===== src/rtl/regfile_wb_scheduler.sv =====
// Round-robin arbiter that shares the register file write port among NUM_REQ writeback sources,
// plus a pending-write scoreboard that stalls the issue stage on RAW/WAW hazards.
module regfile_wb_scheduler #(
    parameter int WORD_SIZE = 32,
    parameter int NUM_REQ   = 3
) (
    input  logic                         clk,
    input  logic                         rst,
    input  logic [NUM_REQ-1:0]           req_valid,
    input  logic [5*NUM_REQ-1:0]         req_rd,
    input  logic [WORD_SIZE*NUM_REQ-1:0] req_data,
    output logic [NUM_REQ-1:0]           req_ready,
    input  logic                         issue_valid,
    input  logic [4:0]                   issue_rd,
    input  logic [4:0]                   issue_rs1,
    input  logic [4:0]                   issue_rs2,
    output logic                         issue_stall,
    output logic                         rf_en,
    output logic [4:0]                   rf_rd,
    output logic [WORD_SIZE-1:0]         rf_data,
    output logic [31:0]                  pending
);

    localparam int IDXW = $clog2(NUM_REQ);

    logic [IDXW-1:0]      lastGrant_q;
    logic                 rfEn_q;
    logic [4:0]           rfRd_q;
    logic [WORD_SIZE-1:0] rfData_q;
    logic [31:0]          pending_q;
    logic [31:0]          pending_d;

    logic [IDXW-1:0]      cand;
    logic [IDXW-1:0]      grantIdx;
    logic                 grantFound;
    logic [4:0]           selRd;
    logic [WORD_SIZE-1:0] selData;

    // Search starts just after the last winner so every source gets a turn.
    always_comb begin
        cand       = '0;
        grantIdx   = '0;
        grantFound = 1'b0;
        for (int off = 1; off <= NUM_REQ; off++) begin
            cand = IDXW'((int'(lastGrant_q) + off) % NUM_REQ);
            if (!grantFound && req_valid[cand]) begin
                grantFound = 1'b1;
                grantIdx   = cand;
            end
        end
    end

    always_comb begin
        req_ready = '0;
        if (grantFound) begin
            req_ready[grantIdx] = 1'b1;
        end
    end

    assign selRd   = req_rd[grantIdx*5 +: 5];
    assign selData = req_data[grantIdx*WORD_SIZE +: WORD_SIZE];

    // Register 0 is never pending, so source or destination 0 cannot stall.
    assign issue_stall = issue_valid &
                         (pending_q[issue_rs1] | pending_q[issue_rs2] | pending_q[issue_rd]);

    always_comb begin
        pending_d = pending_q;
        if (rfEn_q) begin
            pending_d[rfRd_q] = 1'b0;
        end
        if (issue_valid && !issue_stall && (issue_rd != 5'd0)) begin
            pending_d[issue_rd] = 1'b1;
        end
        pending_d[0] = 1'b0;
    end

    always_ff @(posedge clk) begin
        if (rst) begin
            lastGrant_q <= IDXW'(NUM_REQ - 1);
            rfEn_q      <= 1'b0;
            rfRd_q      <= '0;
            rfData_q    <= '0;
            pending_q   <= '0;
        end else begin
            rfEn_q    <= grantFound && (selRd != 5'd0);
            pending_q <= pending_d;
            if (grantFound) begin
                lastGrant_q <= grantIdx;
                rfRd_q      <= selRd;
                rfData_q    <= selData;
            end
        end
    end

    assign rf_en   = rfEn_q;
    assign rf_rd   = rfRd_q;
    assign rf_data = rfData_q;
    assign pending = pending_q;

endmodule

===== config.mk =====
export PLATFORM = sky130hd
export DESIGN_NAME = regfile_wb_scheduler
export DESIGN_NICKNAME = d
export VERILOG_FILES = /design/src/rtl/regfile_wb_scheduler.sv
export SDC_FILE = /design/constraint.sdc
export NUM_CORES = 1
export LEC_CHECK = 0
export ABC_AREA = 1
export BUFFER_PORTS_ARGS = -buffer_cell sky130_fd_sc_hd__clkbuf_2
export CAP_MARGIN = 15
export CORE_UTILIZATION = 25
export DETAILED_ROUTE_END_ITERATION = 8
export PLACE_DENSITY = 0.5
export SETUP_SLACK_MARGIN = 0.3
export SLEW_MARGIN = 0
export SYNTH_ARGS = -nofsm -noshare
export SYNTH_HDL_FRONTEND = slang
export SYNTH_SLANG_ARGS = --single-unit
export TNS_END_PERCENT = 100

===== constraint.sdc =====
create_clock -name clk -period 3.1 [get_ports clk]
set_input_delay 0.465 -clock clk [delete_from_list [all_inputs] [get_ports clk]]
set_output_delay 0.465 -clock clk [all_outputs]
set_load 0.02 [all_outputs]

==> reports/qor.csv, run 1 <==
metric;value;unit
worst hold endpoint;rf_data[10]$_SDFFE_PP0P_;
reg-to-reg startpoint;lastGrant_q[0]$_SDFFE_PP0P_;
GR Util met1;22.9;%
post-DP HPWL;14600;um
Die Height;143;um
CP Capture Type;output pin;
Synth top area share;28.5;%
CP arrival;2.19;ns
wire per inst;15.3;um
r2r worst-path depth;15;
simple-gate share of the synthesized area;34.8;%
CTS Buf Count;9;
# clock sinks;71;
vias in the first global route;5543;
pre-CTS worst setup slack;0.469;ns
max_cap viols;0;
first-pass GRT wire length;29500;um
hold depth;3;
CTS H-tree lvls;3;
Post-Synth Adder-Cell Area;1.01;%
layout cells sized above 1;27.8;%
die outline area;20500;um2
number of setup violations in the final report;0;
largest net degree at the start of global routing;62;
register area share after synthesis;28.5;%
Slew Limit Fails;0;
Synth Cell Area;4980;um2
count of different cell masters after synthesis;36;
Highest Clock Rate;0.377;GHz
Pwr Density;931;nW/um2
Most used DFF post-synth;dfxtp_1;
worst vdd ir;0.690;mV
Pre-Repair DR Iteration Count;5;
fill count;2179;
setup tns final;0;ns
hold_sp;req_data[10];
Compound-Gate Fraction of Synth Area;23.4;%
final hold violations;0;
reg-to-reg endpoint;rf_en$_SDFF_PP0_;
mux cell area share after synthesis;0;%
CTS tree;built;
most common library cells after synthesis;168 x nand2_1, 73 x inv_1, 71 x dfxtp_1;
clk buf depth;2;
Worst Setup SP;lastGrant_q[0]$_SDFFE_PP0P_;
Iter 0 DRT Violations;184;
met2 Usage GRT;31.9;%
final net count;1093;
clock skew;0.0103;ns
IO Pins;206;
minimum clock period;2.65;ns
required time worst endpoint;2.63;ns
Via density;4.76;
Yosys reg bits;71;
mean area per synthesized cell;6.42;um2
DRC;0;
diode count;0;
clock transition at the registers of the reported paths;0.06;ns
Synth area leaders;dfxtp_1 29%, nand2_1 13%, nand3_1 7.0%;
Post-CTS Hold Fix Bufs;0;
synth-to-layout area growth;31.3;%
Yosys top cell by area;dfxtp_1;
Initial Utilization;25.6;%
ys async rst share;0;%
main combinational cell family by area after synthesis;simple AND/OR/NAND/NOR gates;
die width;143;um
Synth Area in XOR/XNOR;0;%
register-to-register setup slack;0.69;ns
slew margin rel.;54.9;%
outcome;finished clean;
count leader, synth;nand2_1;
CTS root buf;clkbuf_16;
met3 Usage GRT;4.23;%
Mapped Cells;776;
Yosys Warn Count;0;
Lkg Pwr;3.05;nW
Least-Margin Pin Slew;0.677;ns
Via Count;5838;
initial antenna violation count;0;
WL final;18700;um
Final Total Pwr;6.09;mW
hold crit path type;in2reg;
Post-synth EDFFs;0;
unrepaired setup endpoints after global routing;no;
Skew-Pair Late Insertion Delay;0.33;ns
final worst slack;0.449;ns
routability cong.;0.845;
All-Layer GR Usage;18.5;%
most used routing layer;met2;
Post-DRT Antenna Nets;0;
row cnt;51;
kind of critical path;reg2out;
Setup crit start kind;register;
IO buf count;204;
Max FO, Critical Path;12;
Net Count, Synth;912;
final worst-path cycle share;85.5;%
core area;19500;um2
grt ovf;0;
==> worst max-delay path by stage <==
stage                         to  cells after the start
global route        req_ready[0]                     10
CTS                 req_ready[0]                     12
detailed placement  req_ready[0]                      8
finish              req_ready[0]                     10
floorplan           req_ready[0]                     11
global placement    req_ready[0]                      8
==> cell type report <==
type                       count  area (um2)  area share [%]
tap                          265         332            5.07
clock buffer                  11         253            3.86
timing repair buffer         218        1130            17.3
sequential                    71        1420            21.8
inverter                      84         323            4.94
clock inverter                 5        80.1            1.22
multi-input combinational    573        3000            45.8
==> stage by stage <==
| step | instances | utilization (%) | hold WS [ns] | cell area, um2 |
|---|---|---|---|---|
| after floorplan | 776 | - | 0.508 | 4980 |
| after global placement | 1211 | 31.6 | 0.524 | 6150 |
| after detailed placement | 1211 | 31.6 | 0.522 | 6150 |
| after CTS | 1227 | 33.4 | 0.375 | 6510 |
| after global routing | 1227 | 33.6 | 0.383 | 6540 |
| final | 1227 | 33.6 | 0.391 | 6540 |
==> placed cells by master (no fill, tap or decap), types with 30 or more instances in the layout <==
cell / count
nand2_1: 166
a21oi_1: 44
nor2_1: 56
inv_1: 72
o211ai_1: 30
nand4_1: 31
nand3_1: 70
dfxtp_1: 69
o21ai_0: 42
clkbuf_2: 202
==> kinds of logic (layout without fill, tap and decap cells) <==
kind of cell	Yosys count	in the layout
and+or+nand+nor	375	375
adders and majority gates	4	4
AOI/OAI and AO/OA	193	193
DFF	71	71
buffers and inverters	132	318
other	1	1
==> where the power goes <==
group          switching [mW]  internal [mW]  leakage (nW)
clock network           0.400          0.747         0.158
logic                    2.37           1.26          2.31
registers               0.154           1.16         0.583
==> layer usage <==
metal / share of wire, % / vias up
li1: - / 3015
met4: 1.1 / 0
met3: 7.8 / 19
met2: 47 / 238
met1: 44 / 2566
met5: 0 / -
==> critical path: stages (launching register included) <==
cell and delay, ns:
dfxtp_2 0.34, inv_1 0.09, ha_4 0.29, o21ai_2 0.19, nand2_4 0.11, nand3_1 0.15, nand3_4 0.12, nand2_2 0.10
inv_4 0.08, nor3_2 0.20, buf_4 0.18
==> sequential cells by signal, summed over array words and instances (netlist names) <==
register	flops
rf_data	32
pending	31
rf_rd	5
lastGrant_q	2
rf_en	1
==> repair_timing <==
action                     4_1_cts  5_1_grt
pin swaps                        0        0
setup buffers                    0        0
setup endpoints to repair        2        3
resized for setup                7       12
Note: power is estimated with default switching activity, not from simulation.
==> run 2: changes to the inputs <==
ABC_AREA = unset   (was 1)
CTS_CLUSTER_SIZE = 20   (was unset)
GPL_TIMING_DRIVEN = 1   (was unset)
==> run 2 against run 1 <==
Effect of this change: synthesized cell count is 25% lower; sequential share of layout area shrank 0.26 points; worst setup slack worse by 0.066 ns; highest routed layer unchanged; clock skew down 0.00057 ns.
==> reports/qor.csv, run 2 <==
metric;value;unit
Synth Cell Area;5020;um2
Placement Cell Area;6250;um2
CP Buf/Inv Count;2;
CTS tree;built;
setup tns final;0;ns
required time worst endpoint;2.63;ns
GR Util met1;22.7;%
Max FO, Critical Path;4;
placed cells;1015;
minimum clock period;2.72;ns
mux cell area share after synthesis;13.1;%
Yosys reg bits;71;
Least-Margin Pin Slew;0.794;ns
hold_sp;req_data[91];
met2 Usage GRT;28.5;%
IO Pins;206;
Post-Synth Adder-Cell Area;0.997;%
Hold WS;0.402;ns
outcome;finished clean;
fill count;2117;
hold crit path type;in2reg;
clock skew;0.00968;ns
Via Count;5292;
register area share after synthesis;28.3;%
first-pass GRT wire length;28600;um
utilization after layout;34.0;%
CP Capture Type;output pin;
final hold violations;0;
CTS Buf Count;9;
Top delay family on crit path;compound AO/OA/AOI/OAI gates;
wire per inst;17.4;um
slew margin rel.;46.9;%
final worst slack;0.382;ns
Max stage delay on crit path;0.38;ns
final worst-path cycle share;87.7;%
reg-to-reg endpoint;rf_en$_SDFF_PP0_;
worst path cell trace;inv_1 -> ha_1 -> nand2b_1 -> a21o_1 -> a311o_2 -> a21oi_1 -> clkbuf_2;
Final Total Pwr;5.57;mW
register-to-register setup slack;0.42;ns
Via density;5.11;
largest net degree at the start of global routing;45;
Synth Area in XOR/XNOR;0;%
All-Layer GR Usage;17.9;%
Yosys Warn Count;0;
max_cap viols;0;
row cnt;51;
count of different cell masters after synthesis;62;
CTS H-tree lvls;3;
most common library cells after synthesis;71 x dfxtp_1, 61 x nand2_1, 50 x o21ai_0;
post-DP HPWL;13000;um
Slew Limit Fails;0;
max reg flops;32;
Synth area leaders;dfxtp_1 28%, mux4_2 7.2%, o21ai_2 5.2%;
# clock sinks;71;
die outline area;20600;um2
Lkg Pwr;2.87;nW
Slowest cell on crit path;dfxtp_1;
grt ovf;0;
clk buf depth;2;
core area;19600;um2
met3 Usage GRT;5.93;%
vias in the first global route;5205;
Post-synth EDFFs;0;
CTS root buf;clkbuf_16;
Compound-Gate Fraction of Synth Area;30.5;%
most frequent cells in the layout;201 x clkbuf_2, 61 x nand2_1, 61 x dfxtp_1;
Die Height;144;um
final net count;901;
clock transition at the registers of the reported paths;0.06;ns
hold depth;3;
initial antenna violation count;0;
Setup crit start kind;register;
Post-DRT Antenna Nets;0;
unrepaired setup endpoints after global routing;yes;
r2r worst-path depth;9;
Skew-Pair Late Insertion Delay;0.34;ns
reg-to-reg startpoint;lastGrant_q[0]$_SDFFE_PP0P_;
most common cell after layout, fill and taps aside;clkbuf_2;
ys async rst share;0;%
diode count;0;
Pre-Repair DR Iteration Count;4;
routability cong.;0.802;
die width;144;um
Highest Clock Rate;0.368;GHz
pre-CTS worst setup slack;0.238;ns
WL final;18000;um
most used routing layer;met2;
Pwr Density;835;nW/um2
CP arrival;2.25;ns
simple-gate share of the synthesized area;20.5;%
main combinational cell family by area after synthesis;compound AO/OA/AOI/OAI gates;
Most used DFF post-synth;dfxtp_1;
synth-to-layout area growth;32.8;%
Synth top area share;28.3;%
worst vdd ir;0.505;mV
post-layout instance area;6670;um2
sequential cell area;1430;um2
Initial Utilization;25.6;%
mean area per synthesized cell;8.60;um2
critical path depth;7;
Iter 0 DRT Violations;311;
Mapped Cells;584;
worst hold endpoint;rf_data[27]$_SDFFE_PP0P_;
DRC;0;
final cell count without fillers;1035;
number of setup violations in the final report;0;
kind of critical path;reg2out;
Multi-input gate area;3350;um2
IO buf count;204;
layout cells sized above 1;43.9;%
Yosys top cell by area;dfxtp_1;
Net Count, Synth;720;
count leader, synth;dfxtp_1;
-- run 2: timing repair --
item,4_1_cts,5_1_grt
gates cloned,0,0
pin swaps,1,3
buffers inserted,1,3
gates resized for setup,5,24
endpoints found under the setup margin,4,5
endpoints found under the hold margin,0,0
hold buffers,0,0
-- run 2: worst reg2reg max path: cells and delay by family, from the launching register on --
kind,cells,cell delay (ns)
and+or+nand+nor,1,0.23
AOI/OAI and AO/OA,5,1.41
DFF,1,0.38
adders and majority gates,1,0.26
buffers and inverters,2,0.28
-- run 2: metal layers --
metal  part of all wire, %  up-vias
met5                     0        -
met4                   1.6        0
met3                   8.7       31
met2                    45      238
met1                    44     2477
li1                      -     2546
-- run 2: worst max-delay path by stage --
stage	start	endpoint	slack [ns]
CTS	lastGrant_q[0]$_SDFFE_PP0P_	req_ready[0]	0.26
global route	lastGrant_q[0]$_SDFFE_PP0P_	req_ready[0]	0.25
finish	lastGrant_q[0]$_SDFFE_PP0P_	req_ready[0]	0.38
floorplan	lastGrant_q[0]$_SDFFE_PP0P_	req_ready[0]	0.35
global placement	issue_rd[0]	issue_stall	0.27
detailed placement	issue_rd[0]	issue_stall	0.24
-- run 2: area by class of cell --
| class | instances | share of cell area [%] |
|---|---|---|
| flip-flops and latches | 71 | 21.5 |
| clock inverters | 3 | 0.601 |
| clock buffers | 13 | 4.05 |
| multi-input cells | 452 | 50.3 |
| well taps | 265 | 4.97 |
| inverters | 7 | 0.394 |
| repair buffers | 224 | 18.2 |
-- run 2: report_power, final --
part	internal, mW	switching [mW]
logic	1.25	1.94
registers	1.11	0.165
clock network	0.687	0.414
-- run 2: cell families after synthesis --
| family | count (synthesis) |
|---|---|
| other | 1 |
| DFF | 71 |
| AOI/OAI and AO/OA | 224 |
| and+or+nand+nor | 186 |
| buffers and inverters | 61 |
| muxes | 37 |
| adders and majority gates | 4 |
==> run 3: changes to the inputs <==
CTS_BUF_LIST = sky130_fd_sc_hd__clkbuf_4   (was unset)
==> run 3 against run 2 <==
Effect of this change: sequential share of layout area increased by 0.57 points; critical path type is now in2out; sequential cell count unchanged; largest power group unchanged; critical path depth unchanged; first-iteration DRC count decreased by 13%.
==> reports/qor.csv, run 3 (synthesized netlist as in run 2, its figures left out) <==
metric;value;unit
outcome;finished clean;
# clock sinks;71;
most frequent cells in the layout;201 x clkbuf_2, 61 x nand2_1, 55 x dfxtp_1;
Worst Setup SP;issue_rd[0];
worst vdd ir;0.533;mV
part of the power in combinational logic;63.6;%
clock skew;0.0275;ns
sw power;2.51;mW
hold crit path type;in2reg;
Least-Margin Pin Slew;0.800;ns
initial antenna violation count;0;
die outline area;20600;um2
Skew-Pair Late Insertion Delay;0.46;ns
layout cells sized above 1;45.6;%
vias in the first global route;5212;
die width;144;um
max reg flops;32;
CTS H-tree lvls;3;
Iter 0 DRT Violations;271;
Final Total Pwr;5.18;mW
Slowest cell on crit path;mux4_1;
Via density;5.12;
row cnt;51;
reg-to-reg endpoint;rf_en$_SDFF_PP0_;
placed cells;1015;
Pre-Repair DR Iteration Count;5;
post-layout instance area;6600;um2
Internal;2.67;mW
Slew Limit Fails;0;
Die Height;144;um
power share of the clock group;11.7;%
worst path cell trace;buf_2 -> mux4_1 -> mux2_2 -> a311oi_2 -> nand4_2 -> and2_4 -> buf_8;
IO Pins;206;
r2r worst-path depth;10;
largest net degree at the start of global routing;45;
core area;19600;um2
Initial Utilization;25.6;%
fill count;2120;
Placement Cell Area;6250;um2
utilization after layout;33.7;%
wire per inst;17.4;um
DRC;0;
unrepaired setup endpoints after global routing;yes;
Reg power frac;24.6;%
post-DP HPWL;13000;um
final worst-path cycle share;90.1;%
CP arrival;2.33;ns
CTS root buf;clkbuf_4;
Max FO, Critical Path;13;
reg-to-reg startpoint;lastGrant_q[0]$_SDFFE_PP0P_;
clock transition at the registers of the reported paths;0.14;ns
Highest Clock Rate;0.358;GHz
synth-to-layout area growth;31.4;%
CTS tree;built;
Post-CTS Hold Fix Bufs;0;
CP Capture Type;output pin;
slew margin rel.;46.5;%
IO buf count;204;
grt ovf;0;
first-pass GRT wire length;28600;um
All-Layer GR Usage;17.9;%
required time worst endpoint;2.63;ns
number of setup violations in the final report;0;
Via Count;5340;
most common cell after layout, fill and taps aside;clkbuf_2;
Sw Ratio;48.4;%
WL final;18200;um
clk buf depth;2;
pre-CTS worst setup slack;0.238;ns
final cell count without fillers;1043;
setup tns final;0;ns
final hold violations;0;
max_cap viols;0;
Max stage delay on crit path;0.58;ns
kind of critical path;in2out;
Hold WS;0.276;ns
CP Buf/Inv Count;2;
Lkg Pwr;2.84;nW
final worst slack;0.306;ns
worst setup path endpoint;issue_stall;
Post-DRT Antenna Nets;0;
final net count;909;
diode count;0;
Setup crit start kind;primary input;
Top delay family on crit path;multiplexers;
register-to-register setup slack;0.57;ns
critical path depth;7;
minimum clock period;2.79;ns
Pwr Density;785;nW/um2
CTS Buf Count;9;
routability cong.;0.802;
## run 3: changes by cell type in the layout (fill, tap and decap cells not counted), sizes merged
cell and change:
buf +10, clkbuf -5, clkinv +3
## run 3: cell type report
| type | count | area, um2 | area share (%) |
|---|---|---|---|
| Inverter | 7 | 26.3 | 0.398 |
| Clock inverter | 6 | 51.3 | 0.778 |
| Timing Repair Buffer | 232 | 1280 | 19.4 |
| Multi-Input combinational cell | 452 | 3380 | 51.2 |
| Clock buffer | 10 | 75.1 | 1.14 |
| Tap cell | 265 | 332 | 5.03 |
| Sequential cell | 71 | 1460 | 22.1 |
## run 3: power by group through the flow
stage | logic (mW) | clock network [mW] | registers, mW
final | 3.29 | 0.607 | 1.28
after global routing | 3.61 | 0.670 | 1.31
after CTS | 3.21 | 0.639 | 1.27
after detailed placement | 3.10 | 0 | 1.29
after global placement | 3.11 | 0 | 1.29
after floorplan | 1.93 | 0 | 1.44
## run 3: metal layers
layer / wire (um) / vias up / share of wire (%) / track usage [%]
met1: 8090 / 2528 / 44 / 22.6
met5: 0 / - / 0 / 0
li1: - / 2569 / - / -
met3: 1450 / 19 / 7.9 / 5.10
met4: 235 / 0 / 1.3 / 5.66
met2: 8430 / 224 / 46 / 29.1
## run 3: worst min-delay path by stage
stage / cells past startpoint / slack (ns) / from / endpoint
finish: 3 / 0.28 / req_data[91] / rf_data[27]$_SDFFE_PP0P_
global route: 3 / 0.26 / req_data[89] / rf_data[25]$_SDFFE_PP0P_
CTS: 3 / 0.23 / req_data[91] / rf_data[27]$_SDFFE_PP0P_
detailed placement: 2 / 0.49 / lastGrant_q[0]$_SDFFE_PP0P_ / lastGrant_q[0]$_SDFFE_PP0P_
global placement: 2 / 0.49 / lastGrant_q[0]$_SDFFE_PP0P_ / lastGrant_q[0]$_SDFFE_PP0P_
floorplan: 2 / 0.47 / lastGrant_q[0]$_SDFFE_PP0P_ / lastGrant_q[0]$_SDFFE_PP0P_
## run 3: repair_timing
action | CTS | global route
setup endpoints to repair | 4 | 5
gates resized for setup | 29 | 21
pin swaps | 4 | 7
setup buffers | 6 | 6
## run 3: worst reg2reg max path: stages, from the launching register on
cell and delay (ns):
dfxtp_4 0.38, inv_2 0.05, ha_4 0.30, buf_4 0.15
nor2_1 0.05, a21o_1 0.19, a311o_2 0.35, buf_4 0.18
a2111oi_0 0.46, o31a_1 0.21, a311oi_1 0.08
